`src/rtl/md5_pkg.sv`:
```
// Constants and padder state shared by the md5 core and its upstream padder.
package md5_pkg;

  localparam int unsigned MD5_BLOCK_BYTES = 64;
  localparam int unsigned MD5_LEN_OFFSET  = 56;
  localparam logic [7:0]  MD5_PAD_MARKER  = 8'h80;
  localparam int unsigned MD5_PART_W      = 512;

  typedef enum logic [1:0] {
    StFill,
    StEmit,
    StPad,
    StHoldLast
  } md5_pad_state_e;

  // Byte of the little-endian length field that lands at block position pos (56..63).
  function automatic logic [7:0] md5_len_byte(input logic [63:0] len, input int unsigned pos);
    logic [63:0] sh;
    sh = len >> (8 * (pos - MD5_LEN_OFFSET));
    return sh[7:0];
  endfunction

endpackage

```
`src/rtl/md5_padder.sv`:
```
// Packs a byte stream into MD5-padded 512-bit parts for the md5 core.
module md5_padder
  import md5_pkg::*;
(
  input  logic                  clk,
  input  logic                  reset,
  input  logic                  in_valid,
  output logic                  in_ready,
  input  logic [7:0]            in_data,
  input  logic                  in_last,
  input  logic                  in_empty,
  output logic                  out_valid,
  input  logic                  out_ready,
  output logic [MD5_PART_W-1:0] out_data,
  output logic                  out_last,
  output logic [63:0]           msg_bits
);

  md5_pad_state_e             state_q;
  logic [7:0]                 blk_q  [MD5_BLOCK_BYTES];
  logic [7:0]                 blk_wd [MD5_BLOCK_BYTES];
  logic [MD5_BLOCK_BYTES-1:0] blk_we;
  logic [5:0]                 idx_q;
  logic [60:0]                byte_cnt_q;
  logic [60:0]                cnt_next;
  logic                       msg_ended_q;
  logic                       marker_done_q;
  logic                       accept;
  logic                       has_byte;
  logic [6:0]                 n_fill;
  logic [63:0]                len_next;

  assign accept   = (state_q == StFill) & in_ready & in_valid;
  assign has_byte = accept & ~in_empty;
  // Bytes in the current block once this transfer lands (0..64).
  assign n_fill   = {1'b0, idx_q} + {6'd0, has_byte};
  assign cnt_next = byte_cnt_q + {60'd0, has_byte};
  assign len_next = {cnt_next, 3'b000};
  assign msg_bits = {byte_cnt_q, 3'b000};

  // Per-byte write enables for the block buffer.
  always_comb begin
    for (int unsigned k = 0; k < MD5_BLOCK_BYTES; k++) begin
      blk_we[k] = 1'b0;
      blk_wd[k] = 8'h00;
      unique case (state_q)
        StFill: begin
          if (accept) begin
            if (has_byte && (6'(k) == idx_q)) begin
              blk_we[k] = 1'b1;
              blk_wd[k] = in_data;
            end
            if (in_last && (7'(k) >= n_fill)) begin
              blk_we[k] = 1'b1;
              if (7'(k) == n_fill) begin
                blk_wd[k] = MD5_PAD_MARKER;
              end else if ((n_fill < 7'(MD5_LEN_OFFSET)) && (k >= MD5_LEN_OFFSET)) begin
                blk_wd[k] = md5_len_byte(len_next, k);
              end else begin
                blk_wd[k] = 8'h00;
              end
            end
          end
        end
        StPad: begin
          blk_we[k] = 1'b1;
          if (k < MD5_LEN_OFFSET) begin
            blk_wd[k] = ((k == 0) && !marker_done_q) ? MD5_PAD_MARKER : 8'h00;
          end else begin
            blk_wd[k] = md5_len_byte(msg_bits, k);
          end
        end
        StHoldLast: begin
          if (out_ready) begin
            blk_we[k] = 1'b1;
            blk_wd[k] = 8'h00;
          end
        end
        default: ;
      endcase
    end
  end

  always_ff @(posedge clk or negedge reset) begin
    if (!reset) begin
      for (int unsigned k = 0; k < MD5_BLOCK_BYTES; k++) blk_q[k] <= 8'h00;
    end else begin
      for (int unsigned k = 0; k < MD5_BLOCK_BYTES; k++) begin
        if (blk_we[k]) blk_q[k] <= blk_wd[k];
      end
    end
  end

  always_comb begin
    for (int unsigned k = 0; k < MD5_BLOCK_BYTES; k++) out_data[8*k +: 8] = blk_q[k];
  end

  always_ff @(posedge clk or negedge reset) begin
    if (!reset) begin
      state_q       <= StFill;
      in_ready      <= 1'b0;
      out_valid     <= 1'b0;
      out_last      <= 1'b0;
      idx_q         <= '0;
      byte_cnt_q    <= '0;
      msg_ended_q   <= 1'b0;
      marker_done_q <= 1'b0;
    end else begin
      unique case (state_q)
        StFill: begin
          if (!in_ready) begin
            in_ready <= 1'b1;
          end else if (in_valid) begin
            if (in_last) begin
              byte_cnt_q <= cnt_next;
              idx_q      <= '0;
              in_ready   <= 1'b0;
              out_valid  <= 1'b1;
              if (n_fill < 7'(MD5_LEN_OFFSET)) begin
                out_last <= 1'b1;
                state_q  <= StHoldLast;
              end else begin
                // Tail needs an extra block; a full final block still owes the marker.
                msg_ended_q   <= 1'b1;
                marker_done_q <= (n_fill != 7'(MD5_BLOCK_BYTES));
                state_q       <= StEmit;
              end
            end else if (!in_empty) begin
              byte_cnt_q <= cnt_next;
              idx_q      <= idx_q + 6'd1;
              if (idx_q == 6'(MD5_BLOCK_BYTES - 1)) begin
                in_ready  <= 1'b0;
                out_valid <= 1'b1;
                state_q   <= StEmit;
              end
            end
          end
        end
        StEmit: begin
          if (out_ready) begin
            out_valid <= 1'b0;
            if (msg_ended_q) begin
              state_q <= StPad;
            end else begin
              in_ready <= 1'b1;
              state_q  <= StFill;
            end
          end
        end
        StPad: begin
          out_valid <= 1'b1;
          out_last  <= 1'b1;
          state_q   <= StHoldLast;
        end
        StHoldLast: begin
          if (out_ready) begin
            out_valid     <= 1'b0;
            out_last      <= 1'b0;
            in_ready      <= 1'b1;
            idx_q         <= '0;
            byte_cnt_q    <= '0;
            msg_ended_q   <= 1'b0;
            marker_done_q <= 1'b0;
            state_q       <= StFill;
          end
        end
        default: state_q <= StFill;
      endcase
    end
  end

endmodule

```
`config.mk`:
```
export PLATFORM = sky130hd
export DESIGN_NAME = md5_padder
export DESIGN_NICKNAME = d
export VERILOG_FILES = /design/src/rtl/md5_pkg.sv /design/src/rtl/md5_padder.sv
export SDC_FILE = /design/constraint.sdc
export NUM_CORES = 1
export LEC_CHECK = 0
export CAP_MARGIN = 20
export CORE_ASPECT_RATIO = 1.4
export CORE_MARGIN = 2
export CORE_UTILIZATION = 44
export DETAILED_ROUTE_END_ITERATION = 6
export PLACE_DENSITY = 0.71
export SYNTH_ARGS = -nofsm -noshare
export SYNTH_HDL_FRONTEND = slang
export SYNTH_SLANG_ARGS = --single-unit
```
`constraint.sdc`:
```
create_clock -name clk -period 3.82 [get_ports clk]
set_clock_uncertainty 0.05 [all_clocks]
set_input_delay 0.955 -clock clk [delete_from_list [all_inputs] [get_ports clk]]
set_output_delay 0.955 -clock clk [all_outputs]
set_load 0.03 [all_outputs]
```
Word level (Yosys, flattened, before mapping)
Cells that the tools add are included.

operators by class
  add/sub/neg operators = 3
  order comparisons = 65
  equal/unequal tests = 142
  mux-type cells = 639
  bitwise logic cells = 4
  reductions and logical operators = 141

operators by type and width
  operator            count
  $mux 8              320
  $mux 61             5
  $eq 6x7->1 const A  32
  $ge 6x7->1 const A  32
  $mux 1              219
  $pmux 1 s3          67
  $eq 6x6->1 const A  32
  $pmux 8 s2          9
  $logic_and 1x1->1   128
  $pmux 61 s2         1
  $eq 5x7->1 const A  16
  $ge 5x7->1 const A  16
  $eq 5x6->1 const A  16
  $add 61x1->61       1
  $eq 4x7->1 const A  8
  $ge 4x7->1 const A  8
  $eq 4x6->1 const A  8
  $mux 6              5
  $eq 3x7->1 const A  4
  $ge 3x7->1 const A  4
  $eq 3x6->1 const A  4
  $mux 2              9
  $reduce_and 6->1    3
  $eq 2x7->1 const A  2
  other kinds (29)    45

storage, ports and cells
  register bits after elaboration = 586
  bits of input ports = 14
  output and inout bits = 579

Longest topological paths before layout
Gate-level depths: netlist of run 1.

  depth in word-level cells = 11
  gate-level depth with buffers = 15
  depth with buffers taken out = 11

Worst setup path after synthesis of run 1
Ideal clock, no wire load.

  kind = input -> register
  start = input port in_empty
  end = register blk_q (netlist bit out_data[256])
  data arrival time = 3,640 ps
  data required time = 3,649 ps
  setup slack = 9 ps
  stages = 14
  buffers on the path = 4
  cells stage by stage = clkbuf_1 -> nor2_1 -> ha_1 -> ha_1 -> clkbuf_1 -> or2_2 -> clkbuf_1 -> nor2_1 -> nand2_1 -> o21ai_1 -> o21ai_0 -> and2_1 -> clkbuf_2 -> a22o_1

between the ends
  longest elaborated chain between the ends = 8
  elaborated cells between the ends (all ways) = 14

RTL lines
  item                                  RTL line          text
  start: declaration                    md5_padder.sv:11  input logic in_empty,
  $not 1->1 *                           md5_padder.sv:34  assign has_byte = accept & ~in_empty;
  $and 1x1->1 *                         md5_padder.sv:34
  $add 6x1->7                           md5_padder.sv:36  assign n_fill = {1'b0, idx_q} + {6'd0, has_byte};
  $ge 6x7->1                            md5_padder.sv:53  if (in_last && (7'(k) >= n_fill)) begin
  $logic_and 1x1->1                     md5_padder.sv:53
  $mux 1 or $mux 8 (tied branches)      md5_padder.sv:53
  $mux 1 or $mux 8 (tied branches)      md5_padder.sv:48  if (accept) begin
  $pmux 1 s3 or $mux 8 (tied branches)  n/a
  end signal: indexed assignment        md5_padder.sv:89  if (blk_we[k]) blk_q[k] <= blk_wd[k];
  end: declaration                      md5_padder.sv:20  logic [7:0] blk_q [MD5_BLOCK_BYTES];

Mark *: on every way between the ends. The rest lies on a longest branch, timed or not.
A chain may end at the register's enable or synchronous reset.

Final worst setup path of run 1
  start = input port in_valid
  end = register blk_q (netlist bit out_data[476])

between the ends
  longest elaborated chain between the ends = 9
  elaborated cells between the ends (all ways) = 19

RTL lines
  item                RTL line          text
  start: declaration  md5_padder.sv:7   input logic in_valid,
  $and 1x1->1 *       md5_padder.sv:33  assign accept = (state_q == StFill) & in_ready & in_valid;
  $and 1x1->1         md5_padder.sv:34
  $add 6x1->7         md5_padder.sv:36
  $lt 7x6->1          md5_padder.sv:57  end else if ((n_fill < 7'(MD5_LEN_OFFSET)) && (k >= MD5_LEN_OFFSET)) begin
  $mux 8              md5_padder.sv:57
  $mux 8              md5_padder.sv:55  if (7'(k) == n_fill) begin
  $mux 8              md5_padder.sv:53
  $mux 8              md5_padder.sv:48
  $pmux 8 s2          md5_padder.sv:46  unique case (state_q)

Marked as above.

==> results.toml, run 1 <==
[cells_and_area]
layout_commonest_cell = "clkdlybuf4s50_1"
final_nets = 3633
drive_above_1_share = 0.1744
syn_to_final_growth_pct = 43.90
antenna_cells = 0
final_util = 0.6393
final_cell_mix = "clkdlybuf4s50_1, dfrtp_1, nand2_1"
layoutNonFillerInstCount = 4470

[synthesis]
avgSynthCellArea_um2 = 9.961
synth_cells = 2711
ys_seq_area_frac = 0.5430
synth-seq-cells = 586
ys_types = 93
synth_area_um2 = 27000
ys_warn_count = 0
synthArstFlopShare = 1.000
synth-edff-count = 0
synthFlopType = "dfrtp_1"

[setup_path]
crit_path_max_incr_delay_ns = 0.48
worstSetupPathType = "input port to flip-flop"
path_cells = "clkdlybuf4s50_1 > nand4bb_1 > nor2_1 > ha_1 > buf_4 > and3_2 > buf_4 > a211o_4 > buf_4 > a31oi_4 > buf_4 > a21oi_1 > nor3_1 > a221oi_1 > nand2_1"
required_ns = 4.33
cp_max_fo = 8
cpMostUsedCell = "buf_4"
r2r-start = "in_ready$_DFFE_PN0P_"
critical_path.startpoint = "in_valid"
cp-start-kind = "input port"
arrival_ns = 4.23
worstSetupEndpointType = "flip-flop"
cp_slowest_cell = "clkdlybuf4s50_1"

[clocking]
cts_tree = "built"
clock_sinks = 586
cts_root_buffer = "clkbuf_16"
clk_pin_slew_ns = 0.07
cts_buffers = 55
h-tree-depth = 2
clock_path_buffers = 3
hold_buffers = 0
clk_latency_ns = 0.63

[route]
wl_mm = 125.1
wl_met3_mm = 8.337
firstDrtPassIters = 6
post_drt_wl_per_cell_um = 27.98
wl_met2_mm = 61.27
first_iter_violations = 2696
antenna_left = 0
wirelength_met1_mm = 45.02
viasPerCell = 6.149
drc = 0
vias = 27490
maxUsedRoutingLayer = "met5"

[die]
initial_core_util = 0.4443
die_h_um = 297.1
dieArea_um2 = 63400
core_area_um2 = 60780
rows = 107
io_pins = 593
fp.dieW_um = 213.4

[flow_run]
cap_violations = 0

[sta]
setup_viol = 0
finalWorstSetupSlack_ns = 0.1058
hold_viol = 0
max_freq_mhz = 269.2
worst_hold_slack_ns = 0.3272
period_needed_ns = 3.714
tightest_slew_ns = 1.004
max_slew_margin = 0.3310
maxSlewViolCount = 0
fin_crit_sh = 0.9723

[placed_design]
hpwl_mm = 93.17
port_buffers = 589
dp.cells = 4369
pre_cts_slack_ns = -0.7603
gpl.final_weighted_congestion = 1.008

[global_routing]
grt_pass1_wl_mm = 183.4
grt_antenna_before_repair = 2
grt_max_degree = 91
grt_usage = 0.3894
overflow = 0
grt_pass1_vias = 27640

[power]
power.density_nw_per_um2 = 482.0
p_leak_nw = 16.33
ir_drop_v = 0.0004769

[worst_hold_path]
hold_class = "input port to asynchronous set/reset pin"

[status]
status = "finished clean"
-- worst paths after layout --
| check | end | cells past startpoint | slack (ns) |
|---|---|---|---|
| hold / removal | out_data[442]$_DFFE_PN0P_ | 1 | 0.33 |
| setup / recovery | out_data[476]$_DFFE_PN0P_ | 15 | 0.11 |
| hold reg to reg | out_data[138]$_DFFE_PN0P_ | 2 | 0.43 |
| min in group clk | out_data[138]$_DFFE_PN0P_ | 2 | 0.43 |
| setup reg to reg | out_data[476]$_DFFE_PN0P_ | 14 | 0.48 |
| max in group asynchronous | out_data[238]$_DFFE_PN0P_ | 2 | 2.35 |
-- cells by family after synthesis --
group / count (synthesis) / synth area share
simple gates: 860 / 0.1477
other cells: 1 / 0.0001389
xor+xnor: 43 / 0.01422
compound gates: 1004 / 0.2568
fa+ha+maj: 8 / 0.003707
mux: 6 / 0.002270
buf+inv: 203 / 0.03215
flops: 586 / 0.5430
-- flip-flops by register name, indices dropped and copies added, names as in the netlist --
name	cells
in_ready	1
out_data	512
state_q	2
marker_done_q	1
out_valid	1
out_last	1
idx_q	6
msg_ended_q	1
byte_cnt_q	61
-- synthesized netlist by cell type, drive strengths merged (32+ instances only) --
| cell | count | area share |
|---|---|---|
| a21oi | 93 | 0.019 |
| a22o | 72 | 0.023 |
| a22oi | 40 | 0.011 |
| and2 | 38 | 0.0088 |
| buf | 61 | 0.012 |
| clkbuf | 125 | 0.018 |
| dfrtp | 586 | 0.54 |
| nand2 | 438 | 0.061 |
| nand3 | 82 | 0.016 |
| nand4 | 32 | 0.0080 |
| nor2 | 121 | 0.017 |
| nor3 | 58 | 0.013 |
| o21ai | 422 | 0.078 |
| o2bb2ai | 150 | 0.049 |
| o31ai | 47 | 0.016 |
-- what timing repair did --
action / 4_1_cts / 5_1_grt
hold endpoints to repair: 0 / 0
resized for setup: 3 / 37
endpoints found under the setup margin: 45 / 231
setup buffers: 0 / 2
pin swaps: 0 / 4
-- through the flow --
stage | total power, W | cell area, µm² | setup TNS [ns]
final | 0.01873 | 38860 | 0
after detailed placement | 0.01283 | 36800 | -264.00
after global routing | 0.01931 | 38860 | -0.01005
after CTS | 0.01856 | 38690 | 0
after floorplan | 0.009519 | 27010 | 0
after global placement | 0.01273 | 36800 | -246.74
-- worst max-delay path, delay by kind of cell --
| kind | cells | cell delay [ns] |
|---|---|---|
| AO/OA/AOI/OAI | 4 | 0.82 |
| AND/OR/NAND/NOR | 5 | 1.10 |
| adder cells (fa/ha/maj) | 1 | 0.20 |
| buffers and inverters | 5 | 1.15 |
-- power breakdown --
group | switching (W) | leakage (nW) | internal (W)
Clock | 0.00253 | 0.917 | 0.00325
Sequential | 0.000167 | 8.16 | 0.00640
Combinational | 0.00436 | 7.25 | 0.00202
-- final cells by class --
| cell class | count | area, µm² |
|---|---|---|
| Clock buffer | 78 | 1625 |
| Clock inverter | 21 | 255.2 |
| Fill cell | 5122 | 21920 |
| Multi-Input combinational cell | 1924 | 11680 |
| Tap cell | 817 | 1022 |
| Inverter | 17 | 63.81 |
| Timing Repair Buffer | 1027 | 9552 |
| Sequential cell | 586 | 14660 |
-- per-layer routing --
metal / track usage / vias up
met1: 0.4513 / 13790
li1: - / 11800
met2: 0.6567 / 1465
met3: 0.05712 / 428
met5: 0 / -
met4: 0.2738 / 4
No activity file was read; power rests on OpenSTA's default activity.
==> run 2, diff against run 1 <==
--- a/config.mk
+++ b/config.mk
@@ -6,7 +6,6 @@
 export NUM_CORES = 1
 export LEC_CHECK = 0
 export CAP_MARGIN = 20
-export CORE_ASPECT_RATIO = 1.4
 export CORE_MARGIN = 2
 export CORE_UTILIZATION = 44
 export DETAILED_ROUTE_END_ITERATION = 6
==> results.toml, run 2 (synthesis gave the netlist of run 1 again) <==
[die]
fp.dieW_um = 251.7
core_area_um2 = 60470
rows = 90
die_h_um = 251.7
initial_core_util = 0.4466
io_pins = 593
dieArea_um2 = 63370

[global_routing]
grt_antenna_before_repair = 2
grt_pass1_vias = 27800
grt_usage = 0.3913
grt_max_degree = 96
overflow = 0
grt_pass1_wl_mm = 185.1

[power]
p_int_w = 0.01203
p_leak_nw = 16.42
swShare = 0.3767
total_power_w = 0.01930
ir_drop_v = 0.0003950
clock_power_share = 0.324
power.density_nw_per_um2 = 494.9
power.switching_w = 0.007270
seq_power_share = 0.341
power_frac_comb = 0.336

[setup_path]
cp_slowest_cell = "nor2_1"
reg2reg_depth = 12
r2r-end = "out_data[83]$_DFFE_PN0P_"
worstSetupEndpointType = "flip-flop"
cp_max_fo = 7
regToRegSetupSlack_ns = 0.44
crit_path_max_incr_delay_ns = 0.58
critical_path.startpoint = "in_valid"
path_cells = "clkdlybuf4s50_1 > nand4bb_1 > nor2_1 > ha_1 > ha_1 > nand2_1 > buf_4 > a22o_1 > a221o_1 > nand2_1 > a21oi_1 > nor2_1 > o2bb2ai_1"
required_ns = 4.31
cp-start-kind = "input port"
critPathCapture = "out_data[83]$_DFFE_PN0P_"
r2r-start = "in_ready$_DFFE_PN0P_"
arrival_ns = 4.26
worstSetupPathType = "input port to flip-flop"

[cells_and_area]
multiInputGateArea_um2 = 11680
fill_cells = 4845
final-seq-area_um2 = 14660
layout_commonest_cell = "clkdlybuf4s50_1"
layoutNonFillerInstCount = 4438
largest_register_ff_count = 512
final_cell_mix = "clkdlybuf4s50_1, dfrtp_1, nand2_1"
final_area_um2 = 39000
final_nets = 3627
drive_above_1_share = 0.1732
syn_to_final_growth_pct = 44.41

[sta]
max_freq_mhz = 265.8
setup_viol = 0
hold_viol = 0
tightest_slew_ns = 1.105
period_needed_ns = 3.763
finalWorstSetupSlack_ns = 0.05725
max_slew_margin = 0.2619
rsz0062_at_grt = "false"
fin_crit_sh = 0.9850
maxSlewViolCount = 0

[clocking]
clock_path_buffers = 3
cts_tree = "built"
h-tree-depth = 2
clk_latency_ns = 0.66
clock_sinks = 586
hold_buffers = 0
cts_root_buffer = "clkbuf_16"
clk_pin_slew_ns = 0.06
cts_buffers = 61

[route]
post_drt_wl_per_cell_um = 28.39
wl_met2_mm = 57.34
firstDrtPassIters = 6
antenna_left = 0
drc = 0
maxUsedRoutingLayer = "met5"
wirelength_met1_mm = 49.70
wl_met3_mm = 12.48
viasPerCell = 6.300
vias = 27960
first_iter_violations = 2847
wl_mm = 126.0

[placed_design]
port_buffers = 589
hpwl_mm = 93.00
pre_cts_slack_ns = -0.6722
place_area_um2 = 36710
gpl.final_weighted_congestion = 1.046
dp.cells = 4319

[status]
status = "finished clean"

[flow_run]
cap_violations = 0

[worst_hold_path]
hold_class = "input port to asynchronous set/reset pin"
run 2: worst max-delay path: cells and delay by family:
kind,cells,cell delay [ns]
fa+ha+maj,2,0.54
buf+inv,2,0.78
simple gates,5,1.16
compound gates,4,0.81
run 2: metal layers:
| layer | up-vias | global-route usage |
|---|---|---|
| li1 | 11790 | - |
| met1 | 14040 | 0.5158 |
| met2 | 1736 | 0.6093 |
| met3 | 387 | 0.09471 |
| met4 | 2 | 0.1866 |
| met5 | - | 0 |
run 2: stage by stage:
| stage | setup TNS (ns) | hold slack [ns] | utilization |
|---|---|---|---|
| 5_1_grt | 0 | 0.3307 | 0.6449 |
| 3_3_place_gp | -192.24 | 0.4101 | 0.6071 |
| 2_1_floorplan | 0 | 0.3901 | - |
| 6_report | 0 | 0.2736 | 0.6449 |
| 4_1_cts | 0 | 0.3007 | 0.6415 |
| 3_5_place_dp | -193.49 | 0.4189 | 0.6071 |
run 2: final cells by class:
class	count	area share
repair buffers	1015	0.2445
diodes	1	0.00006417
flip-flops and latches	586	0.3760
clock buffers	92	0.04649
multi-input cells	1924	0.2994
inverters	17	0.001636
clock inverters	21	0.006737
well taps	782	0.02509
run 2: power groups by stage:
stage | Sequential [W] | Combinational [W] | Clock [W]
floorplan | 0.00697 | 0.00255 | 0
global placement | 0.00667 | 0.00606 | 0
detailed placement | 0.00668 | 0.00616 | 0
CTS | 0.00657 | 0.00617 | 0.00625
global route | 0.00659 | 0.00673 | 0.00654
finish | 0.00657 | 0.00648 | 0.00624
run 2: worst min-delay path by stage:
stage	slack [ns]	cells past startpoint	endpoint	from
4_1_cts	0.30	1	byte_cnt_q[32]$_DFFE_PN0P_	reset
2_1_floorplan	0.39	1	out_data[7]$_DFFE_PN0P_	marker_done_q$_DFFE_PN0P_
3_3_place_gp	0.41	2	out_data[46]$_DFFE_PN0P_	out_data[46]$_DFFE_PN0P_
3_5_place_dp	0.42	2	out_data[220]$_DFFE_PN0P_	out_data[220]$_DFFE_PN0P_
6_report	0.27	1	byte_cnt_q[32]$_DFFE_PN0P_	reset
5_1_grt	0.33	1	byte_cnt_q[32]$_DFFE_PN0P_	reset
run 2: timing repair:
item	in CTS	in global routing
resized for setup	1	33
pin swaps	0	7
setup buffers	0	5
setup endpoints to repair	2	154
